`config.mk`:
```
export PLATFORM = sky130hd
export DESIGN_NAME = pad_mux_ctrl
export DESIGN_NICKNAME = d
export VERILOG_FILES = /design/src/rtl/pad_mux_ctrl.sv
export SDC_FILE = /design/constraint.sdc
export NUM_CORES = 1
export LEC_CHECK = 0
export CAP_MARGIN = 20
export CORE_MARGIN = 1.5
export CORE_UTILIZATION = 40
export DETAILED_ROUTE_END_ITERATION = 10
export SLEW_MARGIN = 30
export SYNTH_ARGS = -nofsm -noshare
export SYNTH_HDL_FRONTEND = slang
export SYNTH_SLANG_ARGS = --single-unit
```
`constraint.sdc`:
```
create_clock -name clk_i -period 3.21 [get_ports clk_i]
set_input_delay 0.321 -clock clk_i [delete_from_list [all_inputs] [get_ports clk_i]]
set_output_delay 0.321 -clock clk_i [all_outputs]
set_load 0.02 [all_outputs]
```
`src/rtl/pad_mux_ctrl.sv`:
```
// Pad multiplexer controller.
// It services read and write requests for the per-pad mux select values.
// When a write changes a select, the pad's output enable is held off before
// and after the switch so that the pad never drives while its mux is moving.
// Each pad has a lock bit that blocks later writes to it until the next reset.
module pad_mux_ctrl #(
    parameter  int NUM_PAD      = 14,
    parameter  int SEL_W        = 2,
    parameter  int GUARD_CYCLES = 3,
    localparam int PAD_IDX_W    = (NUM_PAD > 1) ? $clog2(NUM_PAD) : 1
) (
    input  logic                            clk_i,
    input  logic                            rst_i,
    input  logic                            req_valid_i,
    output logic                            req_ready_o,
    input  logic                            req_write_i,
    input  logic                            req_lock_i,
    input  logic [PAD_IDX_W-1:0]            req_pad_i,
    input  logic [SEL_W-1:0]                req_sel_i,
    output logic                            rsp_valid_o,
    output logic [SEL_W-1:0]                rsp_sel_o,
    output logic                            rsp_err_o,
    output logic [NUM_PAD-1:0][SEL_W-1:0]   pad_muxes_o,
    output logic [NUM_PAD-1:0]              pad_oe_gate_o,
    output logic                            busy_o
);

    typedef enum logic [2:0] {
        ST_IDLE   = 3'd0,
        ST_GATE   = 3'd1,
        ST_APPLY  = 3'd2,
        ST_SETTLE = 3'd3,
        ST_RESP   = 3'd4
    } state_t;

    // One extra bit so that an index equal to NUM_PAD can be recognised as out of range.
    localparam logic [PAD_IDX_W:0] NUM_PAD_L   = (PAD_IDX_W + 1)'(NUM_PAD);
    // The guard counter counts down to zero, so it is loaded with the cycle count minus one.
    localparam logic [3:0]         GATE_LOAD   = 4'(GUARD_CYCLES - 1);
    localparam logic [3:0]         SETTLE_LOAD = (GUARD_CYCLES > 1) ? 4'(GUARD_CYCLES - 2) : 4'd0;
    // With a one-cycle guard there are no SETTLE cycles, so APPLY goes straight to RESP.
    localparam bit                 NO_SETTLE   = (GUARD_CYCLES == 1);

    state_t                         state_q, state_d;
    logic [3:0]                     cnt_q, cnt_d;
    logic [NUM_PAD-1:0][SEL_W-1:0]  mux_q, mux_d;
    logic [NUM_PAD-1:0]             gate_q, gate_d;
    logic [NUM_PAD-1:0]             lock_q, lock_d;
    logic [PAD_IDX_W-1:0]           pad_q, pad_d;
    logic [SEL_W-1:0]               sel_q, sel_d;
    logic                           lreq_q, lreq_d;
    logic                           rsp_valid_q, rsp_valid_d;
    logic [SEL_W-1:0]               rsp_sel_q, rsp_sel_d;
    logic                           rsp_err_q, rsp_err_d;

    logic                           in_range_s;
    logic [SEL_W-1:0]               cur_sel_s;

    assign in_range_s = ({1'b0, req_pad_i} < NUM_PAD_L);
    // Only meaningful when in_range_s is set; every use below is guarded by it.
    assign cur_sel_s  = mux_q[req_pad_i];

    // State register and all datapath registers, with synchronous reset.
    always_ff @(posedge clk_i) begin
        if (rst_i) begin
            state_q     <= ST_IDLE;
            cnt_q       <= 4'd0;
            mux_q       <= '0;
            gate_q      <= '1;
            lock_q      <= '0;
            pad_q       <= '0;
            sel_q       <= '0;
            lreq_q      <= 1'b0;
            rsp_valid_q <= 1'b0;
            rsp_sel_q   <= '0;
            rsp_err_q   <= 1'b0;
        end else begin
            state_q     <= state_d;
            cnt_q       <= cnt_d;
            mux_q       <= mux_d;
            gate_q      <= gate_d;
            lock_q      <= lock_d;
            pad_q       <= pad_d;
            sel_q       <= sel_d;
            lreq_q      <= lreq_d;
            rsp_valid_q <= rsp_valid_d;
            rsp_sel_q   <= rsp_sel_d;
            rsp_err_q   <= rsp_err_d;
        end
    end

    // Next-state and datapath update for the request / gate / apply / settle sequence.
    always_comb begin
        state_d     = state_q;
        cnt_d       = cnt_q;
        mux_d       = mux_q;
        gate_d      = gate_q;
        lock_d      = lock_q;
        pad_d       = pad_q;
        sel_d       = sel_q;
        lreq_d      = lreq_q;
        rsp_valid_d = 1'b0;
        rsp_sel_d   = rsp_sel_q;
        rsp_err_d   = rsp_err_q;
        case (state_q)
            ST_IDLE: begin
                if (req_valid_i) begin
                    if (!in_range_s) begin
                        state_d     = ST_RESP;
                        rsp_valid_d = 1'b1;
                        rsp_err_d   = 1'b1;
                        rsp_sel_d   = {SEL_W{1'b0}};
                    end else if (!req_write_i) begin
                        state_d     = ST_RESP;
                        rsp_valid_d = 1'b1;
                        rsp_err_d   = 1'b0;
                        rsp_sel_d   = cur_sel_s;
                    end else if (lock_q[req_pad_i]) begin
                        state_d     = ST_RESP;
                        rsp_valid_d = 1'b1;
                        rsp_err_d   = 1'b1;
                        rsp_sel_d   = {SEL_W{1'b0}};
                    end else if (req_sel_i == cur_sel_s) begin
                        // Nothing moves, so no guard is needed; the lock still applies.
                        state_d           = ST_RESP;
                        rsp_valid_d       = 1'b1;
                        rsp_err_d         = 1'b0;
                        rsp_sel_d         = cur_sel_s;
                        lock_d[req_pad_i] = lock_q[req_pad_i] | req_lock_i;
                    end else begin
                        state_d           = ST_GATE;
                        pad_d             = req_pad_i;
                        sel_d             = req_sel_i;
                        lreq_d            = req_lock_i;
                        gate_d[req_pad_i] = 1'b0;
                        cnt_d             = GATE_LOAD;
                    end
                end else begin
                    state_d = ST_IDLE;
                end
            end
            ST_GATE: begin
                if (cnt_q == 4'd0) begin
                    state_d = ST_APPLY;
                end else begin
                    cnt_d = cnt_q - 4'd1;
                end
            end
            ST_APPLY: begin
                mux_d[pad_q] = sel_q;
                if (NO_SETTLE) begin
                    state_d       = ST_RESP;
                    rsp_valid_d   = 1'b1;
                    rsp_err_d     = 1'b0;
                    rsp_sel_d     = sel_q;
                    gate_d[pad_q] = 1'b1;
                    lock_d[pad_q] = lock_q[pad_q] | lreq_q;
                end else begin
                    state_d = ST_SETTLE;
                    cnt_d   = SETTLE_LOAD;
                end
            end
            ST_SETTLE: begin
                if (cnt_q == 4'd0) begin
                    state_d       = ST_RESP;
                    rsp_valid_d   = 1'b1;
                    rsp_err_d     = 1'b0;
                    rsp_sel_d     = sel_q;
                    gate_d[pad_q] = 1'b1;
                    lock_d[pad_q] = lock_q[pad_q] | lreq_q;
                end else begin
                    cnt_d = cnt_q - 4'd1;
                end
            end
            ST_RESP: begin
                state_d = ST_IDLE;
            end
            default: begin
                state_d = ST_IDLE;
            end
        endcase
    end

    assign req_ready_o   = (state_q == ST_IDLE);
    assign busy_o        = (state_q != ST_IDLE);
    assign rsp_valid_o   = rsp_valid_q;
    assign rsp_sel_o     = rsp_sel_q;
    assign rsp_err_o     = rsp_err_q;
    assign pad_muxes_o   = mux_q;
    assign pad_oe_gate_o = gate_q;

endmodule

```
### Word level (Yosys, flattened, before mapping)

Cells that the tools add are included.

* add/subtract/negate cells: 1
* reductions and logical operators: 14
* muxes and demuxes: 65
* magnitude comparators: 5
* bitwise operators: 7
* equal/unequal tests: 14

Operators by type and width (count)
* $mux W14: 12
* $pmux W14 S2: 2
* $bwmux W14: 2
* $bwmux W28: 1
* $mux W4: 6
* $mux W3: 7
* $reduce_and A7 Y1: 3
* $mux W1: 16
* $mux W2: 8
* $and A14 B14 Y14: 1
* $not A14 Y14: 1
* $or A14 B14 Y14: 1
* $ne A2 B2 Y1 const B: 6
* $pmux W3 S4: 1
* $pmux W4 S3: 1
* $lt A4 B5 Y1 const B: 2
* $bmux W1 S4: 2
* $bmux W2 S4: 1
* $demux W1 S4: 2
* $demux W2 S4: 1
* $ge A4 B1 Y1 const B: 2
* $eq A3 B2 Y1 const B: 2
* $ne A2 B1 Y1 const B: 3
* $reduce_and A6 Y1: 1
* 17 further kinds: 22

* flip-flop bits (word level): 74
* input port bits: 11
* word-level logic and storage cells: 130
* output and inout bits: 48

### Logic depth before layout (Yosys ltp)

Gate-level depths: netlist of run 1.

* depth after elaboration: 12
* gate-level depth with buffers: 12
* gate-level depth less buffers: 9

### Least setup slack after synthesis of run 1

Ideal clock, no wire load.

* path kind: input -> register
* from: input port req_pad_i[1]
* to: register cnt_q[0]
* stages: 9
* setup slack: 608 ps
* library setup time: 120 ps
* buffers on the path: 2
* arrival time: 2483 ps
* cell sequence: buf_6 > mux2_2 > mux4_2 > xnor2_1 > a221o_2 > a21bo_2 > buf_6 > nor3b_1 > o31a_1

* word-level cells in the longest chain between the ends: 5
* elaborated cells between the ends (all ways): 10
* those cells by class: 1 x order compare; 4 x eq/ne; 4 x mux; 1 x reduce/logical

Ends and longest elaborated chain
* start, declared: line 18 `input logic [PAD_IDX_W-1:0] req_pad_i,`
* $bmux W2 S4: line 61 `assign cur_sel_s = mux_q[req_pad_i];`
* $mux W2 (implied by the code): line 61
* $eq A2 B2 Y1: line 123 `end else if (req_sel_i == cur_sel_s) begin`
* $ne A2 B2 Y1 (no source line)
* $reduce_and A7 Y1 (no source line) (*)
* end signal, assigned: line 79 `cnt_q <= cnt_d;`
* end, declared: line 45 `logic [3:0] cnt_q, cnt_d;`

Mark *: on every way between the ends. The rest lies on a longest branch, timed or not. The select of a mux whose other input is x is not followed.
A chain may end at the register's enable or synchronous reset.

### Final worst setup path of run 1

* from: input port req_pad_i[1]
* to: register lock_q[3]

* word-level cells in the longest chain between the ends: 11
* elaborated cells between the ends (all ways): 23
* those cells by class: 3 x order compare; 4 x eq/ne; 13 x mux; 1 x bitwise; 2 x reduce/logical

Ends and longest elaborated chain
* $lt A4 B5 Y1 (implied by the code) / $ge A4 B1 Y1 (equally long branches): line 129 `lock_d[req_pad_i] = lock_q[req_pad_i] | req_lock_i;`
* $logic_and A1 B1 Y1 (implied by the code): line 129
* $mux W1 (implied by the code): line 129
* $demux W1 S4: line 129
* $bwmux W14: line 129
* $mux W14: line 123
* $mux W14: line 118 `end else if (lock_q[req_pad_i]) begin`
* $mux W14: line 113 `end else if (!req_write_i) begin`
* $mux W14: line 108 `if (!in_range_s) begin`
* $mux W14: line 107 `if (req_valid_i) begin`
* $pmux W14 S2: line 105 `case (state_q)`
* end signal, assigned: line 82 `lock_q <= lock_d;`
* end, declared: line 48 `logic [NUM_PAD-1:0] lock_q, lock_d;`

Several ways; a longest one is shown, not always the timed one. The select of a mux whose other input is x is not followed.

==> results of run 1 <==
## power by group
group	internal, mW	switching [mW]
clock	0.385	0.382
combinational	0.128	0.182
sequential	0.934	0.0310
total	1.45	0.594
## how the worst max path moves through the flow
stage / slack [ns] / from / cells past startpoint / endpoint
after floorplan: 0.61 / req_pad_i[1] / 9 / cnt_q[0]
after global placement: -0.09 / req_pad_i[1] / 10 / sel_q[0]
after detailed placement: -0.14 / req_pad_i[1] / 9 / pad_oe_gate_o[4]
after CTS: 0.25 / req_pad_i[1] / 9 / pad_oe_gate_o[7]
after global routing: 0.001 / req_pad_i[1] / 11 / lock_q[5]
final: 0.20 / req_pad_i[1] / 9 / lock_q[3]
## per-layer routing
layer  wire length, um  track usage [%]  vias to the layer above
met5                 0                0                        -
met4               293            10.29                        0
met3               824            3.188                       21
met2              5842            36.87                      171
met1              6104            33.75                     2009
li1                  -                -                     2047
## state kept, by name, indices dropped and copies added, names as in the netlist
name	cells
state_q	3
lock_q	14
lreq_q	1
cnt_q	4
rsp_valid_o	1
rsp_err_o	1
pad_q	4
pad_oe_gate_o	14
pad_muxes_o	28
rsp_sel_o	2
sel_q	2
## layout make-up
class | instances | area, sq um
Sequential cell | 74 | 1481
Multi-Input combinational cell | 396 | 2525
Fill cell | 1031 | 5044
Timing Repair Buffer | 96 | 885.9
Tap cell | 136 | 170.2
Clock inverter | 5 | 62.56
Clock buffer | 11 | 141.4
Inverter | 16 | 60.06
## stage by stage
stage / area (sq um) / power (mW) / hold WS [ns] / utilization, % / setup slack (ns)
after CTS: 5326 / 2.047 / 0.4729 / 51.36 / 0.2463
after detailed placement: 5122 / 1.290 / 0.4603 / 49.40 / -0.1380
after floorplan: 4278 / 1.172 / 0.4347 / - / 0.6077
after global routing: 5326 / 2.118 / 0.4904 / 51.36 / 0.001279
after global placement: 5122 / 1.286 / 0.4631 / 49.40 / -0.08932
final: 5326 / 2.041 / 0.4682 / 51.36 / 0.1972
## logic make-up after synthesis
group                      count (synthesis)
adders and majority gates                  2
xor gates and xnor gates                   5
DFF                                       74
muxes                                     45
AOI/OAI and AO/OA                        144
buffers and inverters                     60
and+or+nand+nor                          200
## worst min-delay path, stage by stage, from the launching register on
cell and delay [ns]:
dfxtp_1 0.32, nand2_1 0.05, a21oi_1 0.05
## synthesized netlist by cell type, types with 6 or more instances
cell	number	area, sq um
dfxtp_1	74	1481
nand2_1	65	244.0
a21oi_1	49	245.2
nor2_1	48	180.2
nand3_1	32	160.2
clkbuf_1	28	105.1
mux2i_1	26	260.3
o21ai_0	21	105.1
inv_1	16	60.06
o22ai_1	12	75.07
a211oi_1	11	82.58
mux2_2	10	112.6
nor2b_1	10	62.56
nand2b_1	9	56.30
nor3_1	9	45.04
o21bai_1	9	67.56
a221oi_1	8	70.07
mux4_2	8	180.2
a31oi_1	6	37.54
buf_1	6	22.52
nor3b_1	6	45.04
==> impl_metrics.toml, run 1 <==
[run_status]
outcome = "finished clean"

[setup_path]
critPathBufInv = 2
endpoint_kind = "register"
path_delay_family = "multiplexers"
r2r_start = "cnt_q[0]"
slowest_stage = "clkdlybuf4s50_1"
required_ns = 3.50
critPathKind = "primary input to register"
max_stage_delay_ns = 0.63
r2r_end = "rsp_err_o"
rrSetupSlack_ns = 0.41
crit_chain = "clkdlybuf4s50_1, mux2_2, mux4_2, xnor2_1, a221o_2, and3_1, buf_4, o21ai_0, mux2i_1"
startpoint_type = "primary input"
rr_worst_depth = 10
critPathMaxFanout = 7
arrival_ns = 3.30

[synthesis]
synth-edff-count = 0
ys.warnings.count = 0
synthesis.nets = 543
syn_inst = 530
synthAdderAreaFrac_pct = 0.5850
ys_seq_area_share_pct = 34.63
ys_types = 57
synthSimpleGateAreaFrac_pct = 21.94
synth_top_family_by_area = "compound AO/OA/AOI/OAI gates"
synth.mux.area_fraction_pct = 13.28
synth-xor-area-share_pct = 1.199
synthArstFlopShare_pct = 0
synth_compound_area_share_pct = 22.02
ys_ff_latch = 74
synth_ff_type = "dfxtp_1"
syn_area_per_cell_sq_um = 8.071
synth_area_sq_um = 4278

[floorplan]
ioPinCount = 59
die_w_um = 106.4
rows = 37
initial_core_util_pct = 41.25
core_sq_um = 10370
die_area_sq_um = 11320
dieHeight_um = 106.4

[sta]
final-setup-viol-count = 0
tightest_slew_ns = 0.7711
fin_skew_ns = 0.007236
slew_viol_final = 0
fmax_ghz = 0.3319
timing.final.crit_share_pct = 93.86
fin_crit_ns = 3.013
finalHoldViolCount = 0
fin_setup_tns_ns = 0
slew_headroom_pct = 48.52
rsz0062_at_grt = "false"

[placed_design]
place_congestion = 0.8761
dpl.hpwl_mm = 9.555
dp_cells = 718
portBuffers = 58

[finish]
antenna_cells = 0
final_common_cell = "dfxtp_1"
final_cell_mix = "dfxtp_1 (74), nand2_1 (65), clkdlybuf4s50_1 (57)"
final_nets = 606
instances_no_fill = 734
drive_above_1_share_pct = 13.55
area_growth_pct = 24.51

[job]
maxCapViolations = 0

[clock_network]
path_clk_slew_ns = 0.08
cts_setup_buffers = 0
htree_levels = 3
cts.sinks = 74
insertion_delay_ns = 0.36
cts_root_buffer = "clkbuf_8"
cts_resized = 0
max-clock-path-buffers = 2
numCtsBuffers = 9
hold_buffers = 0
tritoncts = "done"

[hold_path]
hold_path_class = "register to register"
min_to = "pad_muxes_o[16]"
hp-start = "pad_muxes_o[16]"
whs_path_depth = 2

[global_route]
grt_pass1_wl_mm = 21.33
overflow = 0
grt_pass1_vias = 4002
track_usage_pct = 24.02
antenna_found_initial = 0
grt_max_degree = 42

[route]
drc = 0
route.vias.total = 4248
ant_nets = 0
wl_per_cell_um = 17.80
wirelength_mm = 13.06
dr.pass1.iters = 5
via_per_inst = 5.787
drt_iter0_markers = 293

[pwr]
p_leak_nw = 1.949
max-vdd-ir-drop_mv = 0.2687
p_per_area_nw_per_um2 = 383.2
No activity file was read; power rests on OpenSTA's default activity.
==> run 2: changes to the inputs <==
==> constraint.sdc (replaced) <==
create_clock -name clk_i -period 3.21 [get_ports clk_i]
set_input_delay 0.321 -clock clk_i [delete_from_list [all_inputs] [get_ports clk_i]]
set_output_delay 0.321 -clock clk_i [all_outputs]
set_load 0.005 [all_outputs]
==> results of run 2 <==
The final DEF is identical to that of run 1. Status: finished clean.
Among the figures that moved: total power 2.041 mW -> 2.028 mW; worst IR drop on VDD 0.2687 mV -> 0.2521 mV
==> run 3: changes to the inputs <==
--- a/config.mk
+++ b/config.mk
@@ -6,9 +6,12 @@
 export NUM_CORES = 1
 export LEC_CHECK = 0
 export CAP_MARGIN = 20
+export CORE_ASPECT_RATIO = 0.6
 export CORE_MARGIN = 1.5
 export CORE_UTILIZATION = 40
+export CTS_BUF_LIST = sky130_fd_sc_hd__clkbuf_8 sky130_fd_sc_hd__clkbuf_16
 export DETAILED_ROUTE_END_ITERATION = 10
+export GPL_TIMING_DRIVEN = 1
 export SLEW_MARGIN = 30
 export SYNTH_ARGS = -nofsm -noshare
 export SYNTH_HDL_FRONTEND = slang
==> impl_metrics.toml, run 3 (synthesis gave the netlist of run 1 again) <==
[setup_path]
endpoint_kind = "register"
r2r_start = "pad_muxes_o[5]"
slowest_stage = "clkdlybuf4s50_1"
rr_worst_depth = 8
crit_top_cell = "buf_4"
critPathBufInv = 3
path_delay_family = "buffers and inverters"
max_stage_delay_ns = 0.67
arrival_ns = 3.33
required_ns = 3.44
rrSetupSlack_ns = 0.53
startpoint_type = "primary input"
critPathMaxFanout = 8
crit_chain = "clkdlybuf4s50_1, buf_4, mux2_4, a222oi_1, mux2i_1, xnor2_2, and3_1, buf_4, o21ai_0, a211oi_1"
r2r_end = "lock_q[3]"
critPathKind = "primary input to register"

[floorplan]
core_sq_um = 10490
rows = 29
die_w_um = 136.5
dieHeight_um = 83.11
die_area_sq_um = 11340
ioPinCount = 59
initial_core_util_pct = 40.79

[finish]
finalInstanceArea_sq_um = 5410
final_cell_mix = "dfxtp_1 (74), nand2_1 (65), clkdlybuf4s50_1 (57)"
area_growth_pct = 26.47
final_common_cell = "dfxtp_1"
largest_reg_flops = 28
antenna_cells = 0
final_nets = 600
drive_above_1_share_pct = 12.84

[global_route]
track_usage_pct = 24.71
grt_max_degree = 55
grt_pass1_vias = 4030
antenna_found_initial = 0
overflow = 0
grt_pass1_wl_mm = 21.87

[placed_design]
dp_slack_ns = -0.1896
portBuffers = 58
place_congestion = 0.8719
place_area_sq_um = 5081
dpl.hpwl_mm = 9.652

[sta]
fin_crit_ns = 3.104
finalWorstSetupSlack_ns = 0.1063
slew_headroom_pct = 51.49
finalHoldViolCount = 0
tightest_slew_ns = 0.7266
whs_ns = 0.4647
fmax_ghz = 0.3222
slew_viol_final = 0
rsz0062_at_grt = "false"
timing.final.crit_share_pct = 96.69
fin_skew_ns = 0.007788
final-setup-viol-count = 0

[pwr]
max-vdd-ir-drop_mv = 0.2653
total_power_mw = 2.378
p_per_area_nw_per_um2 = 439.5
p_leak_nw = 1.974

[hold_path]
whs_path_depth = 2
min_to = "pad_muxes_o[23]"
hold_path_class = "primary input to register"
hp-start = "rst_i"

[route]
drc = 0
via_per_inst = 5.836
ant_nets = 0
wl_per_cell_um = 18.70
dr.pass1.iters = 5
route.vias.total = 4266
drt_iter0_markers = 352
wirelength_mm = 13.67

[run_status]
outcome = "finished clean"

[clock_network]
tritoncts = "done"
path_clk_slew_ns = 0.06
cts_setup_buffers = 0
max-clock-path-buffers = 2
htree_levels = 3
numCtsBuffers = 9
cts_root_buffer = "clkbuf_16"
hold_buffers = 0
cts.sinks = 74
insertion_delay_ns = 0.34
cts_resized = 0

[job]
maxCapViolations = 0
run 3: worst max path at each step:
| stage | start | slack [ns] | cells after the start | end |
|---|---|---|---|---|
| 3_5_place_dp | req_pad_i[1] | -0.19 | 9 | lock_q[3] |
| 4_1_cts | req_pad_i[1] | 0.11 | 10 | lock_q[6] |
| 3_3_place_gp | req_pad_i[1] | -0.07 | 9 | pad_oe_gate_o[3] |
| 6_report | req_pad_i[1] | 0.11 | 10 | lock_q[6] |
| 5_1_grt | req_pad_i[1] | 0.008 | 10 | lock_q[6] |
| 2_1_floorplan | req_pad_i[1] | 0.61 | 9 | cnt_q[0] |
run 3: per-layer routing:
layer	GRT usage [%]	share of wire (%)
met1	38.79	51
met2	33.90	40
met3	5.250	7.7
met4	5.513	1.3
met5	0	0
run 3: layout make-up:
| cell class | instances | area (sq um) |
|---|---|---|
| fillers | 990 | 5076 |
| multi-input cells | 396 | 2525 |
| flip-flops and latches | 74 | 1481 |
| repair buffers | 90 | 843.3 |
| clock buffers | 9 | 225.2 |
| well taps | 139 | 173.9 |
| clock inverters | 7 | 101.3 |
| inverters | 16 | 60.06 |
run 3: metrics by stage:
step           instances  util (%)  TNS (ns)
2_1_floorplan        530         -         0
3_3_place_gp         715     48.45    -1.091
3_5_place_dp         715     48.45    -4.468
4_1_cts              731     51.57         0
5_1_grt              731     51.59         0
6_report             731     51.59         0
run 3: power breakdown:
group          total (mW)  internal [mW]  switching [mW]  leakage [nW]
Combinational       0.284          0.123           0.162          1.22
Clock                1.13          0.688           0.438         0.153
Sequential          0.968          0.935          0.0329         0.598
Total                2.38           1.75           0.632          1.97
